## config.mk

```make
export PLATFORM = sky130hd
export DESIGN_NAME = comp_result_tracker
export DESIGN_NICKNAME = d
export VERILOG_FILES = /design/src/rtl/comp_result_tracker.sv
export SDC_FILE = /design/constraint.sdc
export NUM_CORES = 1
export LEC_CHECK = 0
export CORE_MARGIN = 1
export CORE_UTILIZATION = 50
export CTS_CLUSTER_SIZE = 16
export DETAILED_ROUTE_END_ITERATION = 7
export PLACE_DENSITY = 0.86
export SETUP_SLACK_MARGIN = 0.2
export SKIP_CTS_REPAIR_TIMING = 1
export SYNTH_ARGS = -nofsm -noshare
export SYNTH_HDL_FRONTEND = slang
export SYNTH_SLANG_ARGS = --single-unit
```

## constraint.sdc

```tcl
create_clock -name clk -period 2 [get_ports clk]
set_clock_uncertainty 0.1 [all_clocks]
set_input_delay 0.2 -clock clk [delete_from_list [all_inputs] [get_ports clk]]
set_output_delay 0.2 -clock clk [all_outputs]
set_load 0.1 [all_outputs]
```

## src/rtl/comp_result_tracker.sv

```systemverilog
// -----------------------------------------------------------------------------
// comp_result_tracker
//
// Purpose:
//   Consumes the one-hot gt/eq/ls result of a magnitude comparator. It counts
//   accepted results per category and in total, tracks runs of consecutive eq
//   results, and reports a lock once a run reaches RUN_LEN. A valid result
//   that is not one-hot sets a sticky error flag.
//
// Configuration macro:
//   COMP_TRACK_SAT_EN  defined   : the statistics counters saturate at all-ones
//                      undefined : the statistics counters wrap modulo 2^CNT_W
//
// Parameters:
//   CNT_W    width of the gt/eq/ls/total counters (>= 2)
//   RUN_LEN  consecutive eq samples needed to enter LOCKED (1..255)
//
// Ports:
//   clk         rising-edge clock
//   rst         asynchronous active-high reset
//   in_valid    gt/eq/ls carry a comparator result this cycle
//   gt, eq, ls  comparator result bits, expected one-hot
//   clr         synchronous clear of statistics, state and error (beats in_valid)
//   gt_cnt      accepted gt samples
//   eq_cnt      accepted eq samples
//   ls_cnt      accepted ls samples
//   total_cnt   accepted samples
//   run_cnt     current consecutive-eq run length, saturates at RUN_LEN
//   state       00 IDLE, 01 TRACK, 10 LOCKED
//   match_lock  high while state is LOCKED
//   onehot_err  sticky: some valid sample was not one-hot
//
// Every output comes straight from a register; a sample taken at a rising
// edge is visible on the outputs right after that edge.
// -----------------------------------------------------------------------------
module comp_result_tracker #(
  parameter int CNT_W   = 8,
  parameter int RUN_LEN = 4
) (
  input  logic             clk,
  input  logic             rst,
  input  logic             in_valid,
  input  logic             gt,
  input  logic             eq,
  input  logic             ls,
  input  logic             clr,
  output logic [CNT_W-1:0] gt_cnt,
  output logic [CNT_W-1:0] eq_cnt,
  output logic [CNT_W-1:0] ls_cnt,
  output logic [CNT_W-1:0] total_cnt,
  output logic [7:0]       run_cnt,
  output logic [1:0]       state,
  output logic             match_lock,
  output logic             onehot_err
);

  typedef enum logic [1:0] {
    ST_IDLE   = 2'b00,
    ST_TRACK  = 2'b01,
    ST_LOCKED = 2'b10
  } state_t;

  localparam logic [7:0]       RUN_MAX = 8'(RUN_LEN);
  localparam logic [CNT_W-1:0] CNT_ONE = CNT_W'(1);

  // Statistics counter step; the overflow policy lives only here.
  function automatic logic [CNT_W-1:0] bump(input logic [CNT_W-1:0] v);
`ifdef COMP_TRACK_SAT_EN
    bump = (&v) ? v : v + CNT_ONE;
`else
    bump = v + CNT_ONE;
`endif
  endfunction

  state_t           state_q, state_d;
  logic [CNT_W-1:0] gt_q, gt_d;
  logic [CNT_W-1:0] eq_q, eq_d;
  logic [CNT_W-1:0] ls_q, ls_d;
  logic [CNT_W-1:0] tot_q, tot_d;
  logic [7:0]       run_q, run_d;
  logic             lock_q, lock_d;
  logic             err_q, err_d;

  logic             is_onehot;
  logic [7:0]       run_inc;

  // Exactly one of three bits set: odd parity rules out 000/011/101/110,
  // the AND term rules out 111.
  assign is_onehot = (gt ^ eq ^ ls) & ~(gt & eq & ls);

  // Next run length for an eq sample, holding at RUN_LEN.
  assign run_inc = (run_q >= RUN_MAX) ? RUN_MAX : run_q + 8'd1;

  // ---------------------------------------------------------------------------
  // Next-state and datapath logic
  // ---------------------------------------------------------------------------
  always_comb begin
    state_d = state_q;
    gt_d    = gt_q;
    eq_d    = eq_q;
    ls_d    = ls_q;
    tot_d   = tot_q;
    run_d   = run_q;
    err_d   = err_q;

    if (clr) begin
      // Clear wins over a coincident sample; that sample is dropped.
      state_d = ST_IDLE;
      gt_d    = '0;
      eq_d    = '0;
      ls_d    = '0;
      tot_d   = '0;
      run_d   = '0;
      err_d   = 1'b0;
    end else if (in_valid) begin
      if (is_onehot) begin
        tot_d = bump(tot_q);
        if (eq) begin
          eq_d  = bump(eq_q);
          run_d = run_inc;
          // Reaching RUN_LEN locks; already-locked runs stay at RUN_LEN and
          // therefore remain locked. With RUN_LEN=1 this goes from IDLE
          // straight to LOCKED.
          state_d = (run_inc == RUN_MAX) ? ST_LOCKED : ST_TRACK;
        end else begin
          if (gt) begin
            gt_d = bump(gt_q);
          end else begin
            ls_d = bump(ls_q);
          end
          run_d   = '0;
          state_d = ST_TRACK;
        end
      end else begin
        // Malformed result: statistics untouched, run broken, error latched.
        run_d   = '0;
        err_d   = 1'b1;
        state_d = ST_TRACK;
      end
    end
  end

  // Lock flag is registered alongside the state so it has no output logic.
  assign lock_d = (state_d == ST_LOCKED);

  // ---------------------------------------------------------------------------
  // State registers
  // ---------------------------------------------------------------------------
  always_ff @(posedge clk or posedge rst) begin
    if (rst) begin
      state_q <= ST_IDLE;
      gt_q    <= '0;
      eq_q    <= '0;
      ls_q    <= '0;
      tot_q   <= '0;
      run_q   <= '0;
      lock_q  <= 1'b0;
      err_q   <= 1'b0;
    end else begin
      state_q <= state_d;
      gt_q    <= gt_d;
      eq_q    <= eq_d;
      ls_q    <= ls_d;
      tot_q   <= tot_d;
      run_q   <= run_d;
      lock_q  <= lock_d;
      err_q   <= err_d;
    end
  end

  assign gt_cnt     = gt_q;
  assign eq_cnt     = eq_q;
  assign ls_cnt     = ls_q;
  assign total_cnt  = tot_q;
  assign run_cnt    = run_q;
  assign state      = state_q;
  assign match_lock = lock_q;
  assign onehot_err = err_q;

endmodule
```

==> out/results.tsv <==
stage	metric	value	unit
timing	final hold violations	0	
floorplanning	Initial Util	53.8	%
timing	Post-Route Setup TNS	0	ps
grt	grt total ovfl	0	
yosys	Synth Warn #	0	
floorplanning	die outline area	4730	µm²
timing	max-slew violation count	0	
grt	GR Util met1	29.5	%
yosys	synthesized area per cell	10.1	µm²
setup_path	Critical Path End Type	flop	
grt	met3 Use GR	4.28	%
final_layout	share of cells above drive strength 1	40.8	%
cts	Root Buffer	clkbuf_8	
timing	WHS	129	ps
yosys	post-synthesis async set-or-reset flop share	100	%
setup_path	crit start category	flop	
setup_path	Crit-path slowest cell	dfrtp_4	
grt	first-pass GRT wire length	8180	µm
timing	Worst-Margin Slew	444	ps
setup_path	reg2reg setup slack	240	ps
timing	post-route minimum period	1760	ps
grt	largest net degree at the start of global routing	45	
routing	drt wl/cell	15.0	µm
placed_design	# port buffers	50	
timing	fmax	568	MHz
power_and_ir_drop	total power	1.80	mW
cts	clock buffer count from CTS	5	
power_and_ir_drop	PD cells	585	nW/µm²
cts	# clock sinks	44	
grt	Tot GR Track Use	23.4	%
routing	router iterations before antenna repair	4	
grt	initial antenna violation count	0	
floorplanning	IO Pins	51	
final_layout	n_diodes	0	
grt	vias in the first global route	1822	
yosys	Main synth FF type	dfrtp_1	
setup_path	Arr. time, crit path	1890	ps
setup_path	Setup CP Type	flop to flop	
setup_path	crit-path max cell delay	520	ps
setup_path	Req. time, crit path	2130	ps
routing	WL final	5170	µm
hold_path	HP Class	input pin to asynchronous set/reset pin	
timing	fin crit share	88.1	%
setup_path	CP max FO	5	
routing	ANT nets after route	0	
final_layout	commonest non-fill, non-tap cell in the layout	buf_4	
placed_design	Area after DPL	2910	µm²
yosys	syn_nets	235	
setup_path	critical-path cell list	inv_4, ha_4, nor4bb_4, nor4b_2, or2_1, a21oi_2	
final_layout	Core Util, Final	74.2	%
placed_design	Post-DP HPWL	3570	µm
cts	CTS tree	yes	
cts	H-tree Lvls	2	
yosys	register bit total from synthesis	44	
power_and_ir_drop	Peak supply drop	341	µV
final_layout	commonest cells after routing, fill and taps aside	buf_4 (69), nor2_1 (27), dfrtp_2 (25)	
grt	grt peak-use layer	met2	
yosys	sequential fraction of the synthesis area	49.4	%
yosys	EDFF count, synth	0	
yosys	Post-Syn Area	2230	µm²
timing	RSZ-0062 raised after global routing	false	
floorplanning	Core ar.	4140	µm²
setup_path	delay-heaviest family, CP	simple AND/OR/NAND/NOR gates	
cts	worst-skew pair later-pin latency	300	ps
routing	vias per cell	5.67	
routing	drt drc	0	
cts	Clock Pin Slew Worst Setup and Hold Paths	80	ps
yosys	Distinct cells, synth	41	
grt	global routing usage on met2	39.3	%
yosys	Syn Inst Count	221	
cts	CTS max path bufs	2	
flow_run	Max-Cap Viols	0	
final_layout	# nets final	307	
floorplanning	site row count	23	
floorplanning	die width	68.8	µm
status	status	complete, no violations	
routing	detailed router's first-iteration violation count	119	
final_layout	final instance area	3070	µm²
routing	Vias	1949	
floorplanning	Die Y	68.8	µm
power_and_ir_drop	leakage power	1.39	nW
timing	Slew HR	70.1	%
placed_design	RD Place Congestion	0.775	
final_layout	Area Growth Syn to Fin	37.9	%
timing	final setup fails	0	
setup_path	worst path bufs/invs	1	
[sequential cells by signal (all words and copies together) (netlist names)]
register,count
eq_cnt,8
gt_cnt,8
ls_cnt,8
run_cnt,8
total_cnt,8
state,2
match_lock,1
onehot_err,1
[stage by stage]
| stage | instances | worst slack, ps |
|---|---|---|
| floorplan | 221 | 99.2 |
| global placement | 334 | -342 |
| detailed placement | 334 | -422 |
| CTS | 342 | -100 |
| global route | 344 | 181 |
| finish | 344 | 238 |
[power breakdown]
part / internal [mW] / total [mW] / leakage [nW] / switching (mW)
logic: 0.0927 / 0.271 / 0.782 / 0.178
clock network: 0.316 / 0.615 / 0.0515 / 0.300
registers: 0.901 / 0.913 / 0.558 / 0.0125
total: 1.31 / 1.80 / 1.39 / 0.490
[worst reg2reg max path, delay by kind of cell (launching register included)]
kind / cells / cell delay (ps)
AO/OA/AOI/OAI: 1 / 120
adder cells (fa/ha/maj): 1 / 210
buffers and inverters: 1 / 80
flip-flops: 1 / 520
AND/OR/NAND/NOR: 3 / 660
[cell usage after synthesis, types with 2 or more instances]
master      n  area, µm²
xnor2_1     3       26.3
nand2b_1    3       18.8
nor2_1     27        101
or4_1       4       30.0
o21ai_0     9       45.0
nor4bb_1    2       20.0
nand4_1     3       18.8
and3_1      6       37.5
o2111ai_1   3       26.3
o21ai_1     2       10.0
nor3b_1     2       15.0
clkbuf_1   10       37.5
nand3_1     2       10.0
and2_1      5       31.3
nand3b_1    2       15.0
a211oi_1    3       22.5
or3_1       9       56.3
o31ai_1     4       30.0
ha_1        7       87.6
a21oi_1    16       80.1
mux2i_1     4       40.0
dfrtp_1    44       1100
xor2_1     13        114
nand2_1     8       30.0
inv_1       4       15.0
nand4b_1    3       26.3
o211ai_1    7       52.6
and4_1      3       26.3
[final cells by class]
type | count | area, µm²
clock buffer | 8 | 100
sequential | 44 | 1150
multi-input combinational | 162 | 1130
fill | 311 | 1070
tap | 50 | 62.6
timing repair buffer | 76 | 608
inverter | 4 | 17.5
[cells by family (layout without fill, tap and decap cells)]
group,count (synthesis),count (layout),synth area share (%)
buffers and inverters,15,88,2.86
adder cells (fa/ha/maj),7,7,3.93
AO/OA/AOI/OAI,48,48,13.5
XOR/XNOR,16,16,6.29
flip-flops,44,44,49.4
multiplexers,4,4,1.80
AND/OR/NAND/NOR,87,87,22.3
[metal layers]
| metal | vias up | part of all wire, % |
|---|---|---|
| met1 | 964 | 45 |
| met3 | 5 | 3.5 |
| li1 | 941 | - |
| met4 | 0 | 0.93 |
| met2 | 39 | 51 |
| met5 | - | 0 |
[path summary, 6_finish.rpt]
check / start / end / depth (start not counted)
setup / recovery: run_cnt[0] / match_lock / 6
hold / removal: rst / eq_cnt[7] / 3
setup reg to reg: run_cnt[0] / match_lock / 6
hold reg to reg: run_cnt[5] / run_cnt[5] / 1
max in group asynchronous: rst / ls_cnt[2] / 3
min in group clk: in_valid / run_cnt[1] / 3
Note: power is estimated with default switching activity, not from simulation.
==> RTL change 1: new RTL, same settings <==
Reset style: synchronous (`rst`), changed in one clocked block. Comments in the files are not updated.
--- a/src/rtl/comp_result_tracker.sv
+++ b/src/rtl/comp_result_tracker.sv
@@ -146,7 +146,7 @@
   // ---------------------------------------------------------------------------
   // State registers
   // ---------------------------------------------------------------------------
-  always_ff @(posedge clk or posedge rst) begin
+  always_ff @(posedge clk) begin
     if (rst) begin
       state_q <= ST_IDLE;
       gt_q    <= '0;
Check against the original RTL: differs if rst is asserted again (counterexample within 4 cycles, from zero or initial values and one cycle with rst high); with rst held inactive, the same outputs for 4 cycles.
==> RTL change 1 against the unedited design <==
- clock power down 5.2%
- total power down 7.0%
- final area down 7.4%
- hold slack better by 0.14 ns
- synthesized area down 7.4%
- setup slack better by 0.049 ns
- sequential cell count unchanged
- routed wire length down 1.9%
- largest power group unchanged
==> RTL change 1: results (changes against the unedited design) <==
drt:
  post_drt_wl_per_cell_um: 14.41  # -4.1%
  wl_met2_mm: 2.403  # -8.0%
  met1_length_mm: 2.411  # +3.7%
  first_pass_iters: 5  # +1
  vias: 1999  # +2.6%
  drt_iter0_drc: 114  # -4.2%
global_routing:
  grt_first_pass_wirelength_mm: 8.128  # -0.67%
  grt.met2_usage_pct: 39.03  # -0.31 points
  grt_max_degree: 17  # -62%
outcome:
  status: "finished clean"
setup_path:
  slowest_stage: "clkdlybuf4s50_1"
  reg2reg_setup_slack_ns: 0.46  # +0.22 ns
  endpoint: "eq_cnt[7]$_SDFFE_PP0P_"
  cpPeakStageDelay_ns: 0.64  # +0.12 ns
  cp-startpoint: "in_valid"
  r2r-start: "run_cnt[0]$_SDFFE_PP0P_"
pwr:
  p_comb_share_pct: 12.3  # -2.8 points
  pg_clk_w: 0.000583  # -5.2%
  p_switching_w: 0.0004309  # -12%
  p_leak_nw: 1.178  # -15%
logic_synthesis:
  synth_compound_area_share_pct: 17.52  # +4.0 points
  synth_cell_type_count: 43  # +4.9%
  synthAdderAreaFrac_pct: 4.848  # +0.92 points
  synthArstFlopShare_pct: 0  # -100 points
  syn_nets: 243  # +3.4%
timing:
  period_minus_slack_ns: 1.713  # -0.04937 ns
  tightest_slew_ns: 0.3265  # -0.1179 ns
placement:
  place.gp.congestion: 0.7971  # +2.9%
  dp_hpwl_mm: 3.726  # +4.2%
  pre_cts_ws_ns: -0.4739  # -0.05203 ns
final_layout:
  final_cells: 352  # +2.3%
[RTL change 1: cell types whose count changed after synthesis, sizes merged, moves of 3 or more]
| cell | unedited run | this run |
|---|---|---|
| nand2 | 8 | 16 |
| xor2 | 13 | 10 |
| and2 | 5 | 8 |
| a21oi | 16 | 12 |
| buf | 1 | 5 |
| dfrtp | 44 | 0 |
| nand4 | 3 | 8 |
| nand3 | 2 | 6 |
| clkbuf | 10 | 5 |
| xnor2 | 3 | 6 |
| dfxtp | 0 | 44 |
[RTL change 1: per-stage QoR]
stage                     area [µm²]  total power [W]
after CTS                       2818         0.001667
after global placement          2724         0.001095
after floorplan                 2121         0.001016
after global routing            2848         0.001739
after detailed placement        2724         0.001099
final                           2848         0.001673
[RTL change 1: area by class of cell]
class / instances / share of cell area (%)
Multi-Input combinational cell: 169 / 40.86
Sequential cell: 44 / 32.12
Timing Repair Buffer: 78 / 20.96
Clock buffer: 7 / 3.032
Tap cell: 48 / 2.109
Inverter: 5 / 0.6591
Clock inverter: 1 / 0.2636
[RTL change 1: worst min-delay path by stage]
stage | slack [ns] | depth (start not counted) | from | end
global placement | 0.36 | 1 | run_cnt[0]$_SDFFE_PP0P_ | run_cnt[0]$_SDFFE_PP0P_
finish | 0.27 | 3 | gt | gt_cnt[1]$_SDFFE_PP0P_
CTS | 0.38 | 1 | run_cnt[0]$_SDFFE_PP0P_ | run_cnt[0]$_SDFFE_PP0P_
floorplan | 0.27 | 2 | rst | eq_cnt[4]$_SDFFE_PP0P_
global route | 0.30 | 4 | gt | gt_cnt[0]$_SDFFE_PP0P_
detailed placement | 0.36 | 1 | run_cnt[0]$_SDFFE_PP0P_ | run_cnt[0]$_SDFFE_PP0P_
[RTL change 1: worst min-delay path: stages]
cell	delay, ns
clkbuf_2	0.12
o2111a_1	0.16
o21ai_0	0.15
==> RTL change 2: new RTL, same flow settings <==
Made on the original files. Add a define of `COMP_TRACK_SAT_EN`.
--- a/src/rtl/comp_result_tracker.sv
+++ b/src/rtl/comp_result_tracker.sv
@@ -33,6 +33,8 @@
 // Every output comes straight from a register; a sample taken at a rising
 // edge is visible on the outputs right after that edge.
 // -----------------------------------------------------------------------------
+`define COMP_TRACK_SAT_EN
+
 module comp_result_tracker #(
   parameter int CNT_W   = 8,
   parameter int RUN_LEN = 4
Check against the original RTL: same outputs for any inputs over 4 cycles, from zero or initial values and one cycle with rst high; that may be too few to reach the edited logic, so the function may still have changed.
==> RTL change 2 against the unedited design <==
- sequential cell count did not move
- die area up 6.6%
- synthesized area up 6.8%
- count of clock-buffer cells in the layout fell by 3
- non-clock buffer count up 1
- total power is 5.2% higher
- combinational power increased by 3%
- the run now ends with design-rule violations, negative setup slack left
- via count increased by 16%
- setup slack got worse by 0.28 ns
- routed wire length up 19%
- final area increased by 8.5%
==> RTL change 2: results (changes against the unedited design) <==
logic_synthesis:
  yosysSeqAreaShare_pct: 46.24  # -3.1 points
  synth.top_cells.by_count: "44 x dfrtp_1, 22 x a21oi_1, 18 x nand2_1, 13 x nor2_1"
  synth_cell_type_count: 47  # +15%
  avgSynthCellArea_um2: 9.679  # -4.1%
  syn_nets: 260  # +11%
  yosys-top-cells-area: "dfrtp_1 46%, a21oi_1 4.6%, o31ai_1 3.8%"
timing:
  setup_slack_ns: -0.03956  # -0.2775 ns
  hold_ws_ns: 0.1364  # +0.007376 ns
  setup_viol: 2  # +2
  slew_headroom_pct: 70.92  # +0.82 points
  fin_setup_tns_ns: -0.05936  # -0.05936 ns
global_routing:
  grt_first_pass_wirelength_mm: 9.384  # +15%
  grt_usage_pct: 23.87  # +0.42 points
  grt_pass1_vias: 2052  # +13%
drt:
  drc: 7  # +7
  drt_iter0_drc: 191  # +61%
  via_per_inst: 6.102  # +7.7%
  first_pass_iters: 6  # +2
  post_drt_wl_per_cell_um: 16.54  # +10%
outcome:
  violations: "design-rule violations, negative setup slack"
  status: "finished with violations"
setup_path:
  reg2reg_depth: 5  # -1
  cpPeakStageDelay_ns: 0.51
  r2r-start: "ls_cnt[0]$_DFFE_PP0P_"
  r2r_end: "ls_cnt[2]$_DFFE_PP0P_"
placement:
  place.gp.congestion: 0.7885  # +1.8%
  dp_hpwl_mm: 4.075  # +14%
  place_area_mm2: 0.003109  # +6.9%
  pre_cts_ws_ns: -0.4748  # -0.05286 ns
  dp.cells: 357  # +6.9%
pwr:
  irDropWorstVdd_mv: 0.4989  # +46%
  p_switching_w: 0.0005272  # +7.5%
  power.total_w: 0.001893  # +5.2%
  p_leak_nw: 1.387  # -0.28%
  pwr-share-seq_pct: 48.4  # -2.3 points
  pwr-share-clk_pct: 36.8  # +2.6 points
clocking:
  root_buffer: "clkbuf_8"
  h-tree-depth: 2  # unchanged
final_layout:
  nets: 332  # +8.1%
  final_cells: 371  # +7.8%
  nFillCells: 328  # +5.5%
  layout-drive-gt1-share_pct: 43.57  # +2.8 points
[RTL change 2: cells by family (layout without fill, tap and decap cells)]
| group | Yosys count | in the layout | share of synthesized area [%] |
|---|---|---|---|
| AO/OA/AOI/OAI | 71 | 72 | 21.18 |
| XOR/XNOR | 1 | 1 | 0.3679 |
| adder cells (fa/ha/maj) | 7 | 7 | 3.678 |
| buffers and inverters | 25 | 97 | 4.151 |
| flip-flops | 44 | 44 | 46.24 |
| multiplexers | 4 | 4 | 1.682 |
| AND/OR/NAND/NOR | 94 | 94 | 22.70 |
[RTL change 2: how the worst max path moves through the flow]
stage | endpoint | from | slack [ns] | cells past startpoint
after CTS | gt_cnt[3]$_DFFE_PP0P_ | gt | -0.16 | 7
after global routing | ls_cnt[2]$_DFFE_PP0P_ | ls_cnt[0]$_DFFE_PP0P_ | -0.08 | 5
after global placement | gt_cnt[3]$_DFFE_PP0P_ | gt | -0.42 | 9
after floorplan | ls_cnt[1]$_DFFE_PP0P_ | ls_cnt[1]$_DFFE_PP0P_ | -0.07 | 6
final | ls_cnt[2]$_DFFE_PP0P_ | ls_cnt[0]$_DFFE_PP0P_ | -0.04 | 5
after detailed placement | gt_cnt[0]$_DFFE_PP0P_ | gt | -0.47 | 8
[RTL change 2: per-layer routing]
metal | GRT usage, % | share of wire (%) | routed length [µm]
met5 | 0 | 0 | 0
met1 | 31.04 | 46 | 2844
met3 | 4.131 | 3.8 | 235
met4 | 11.56 | 1.7 | 107
met2 | 38.89 | 48 | 2949
[RTL change 2: cell type report]
cell class                      count  area [µm²]  area share, %
Tap cell                           52       65.06          1.951
Clock buffer                        5       68.82          2.064
Timing Repair Buffer               77       616.8          18.50
Multi-Input combinational cell    178        1329          39.85
Inverter                           12       45.04          1.351
Sequential cell                    44        1167          35.01
Clock inverter                      3       42.54          1.276
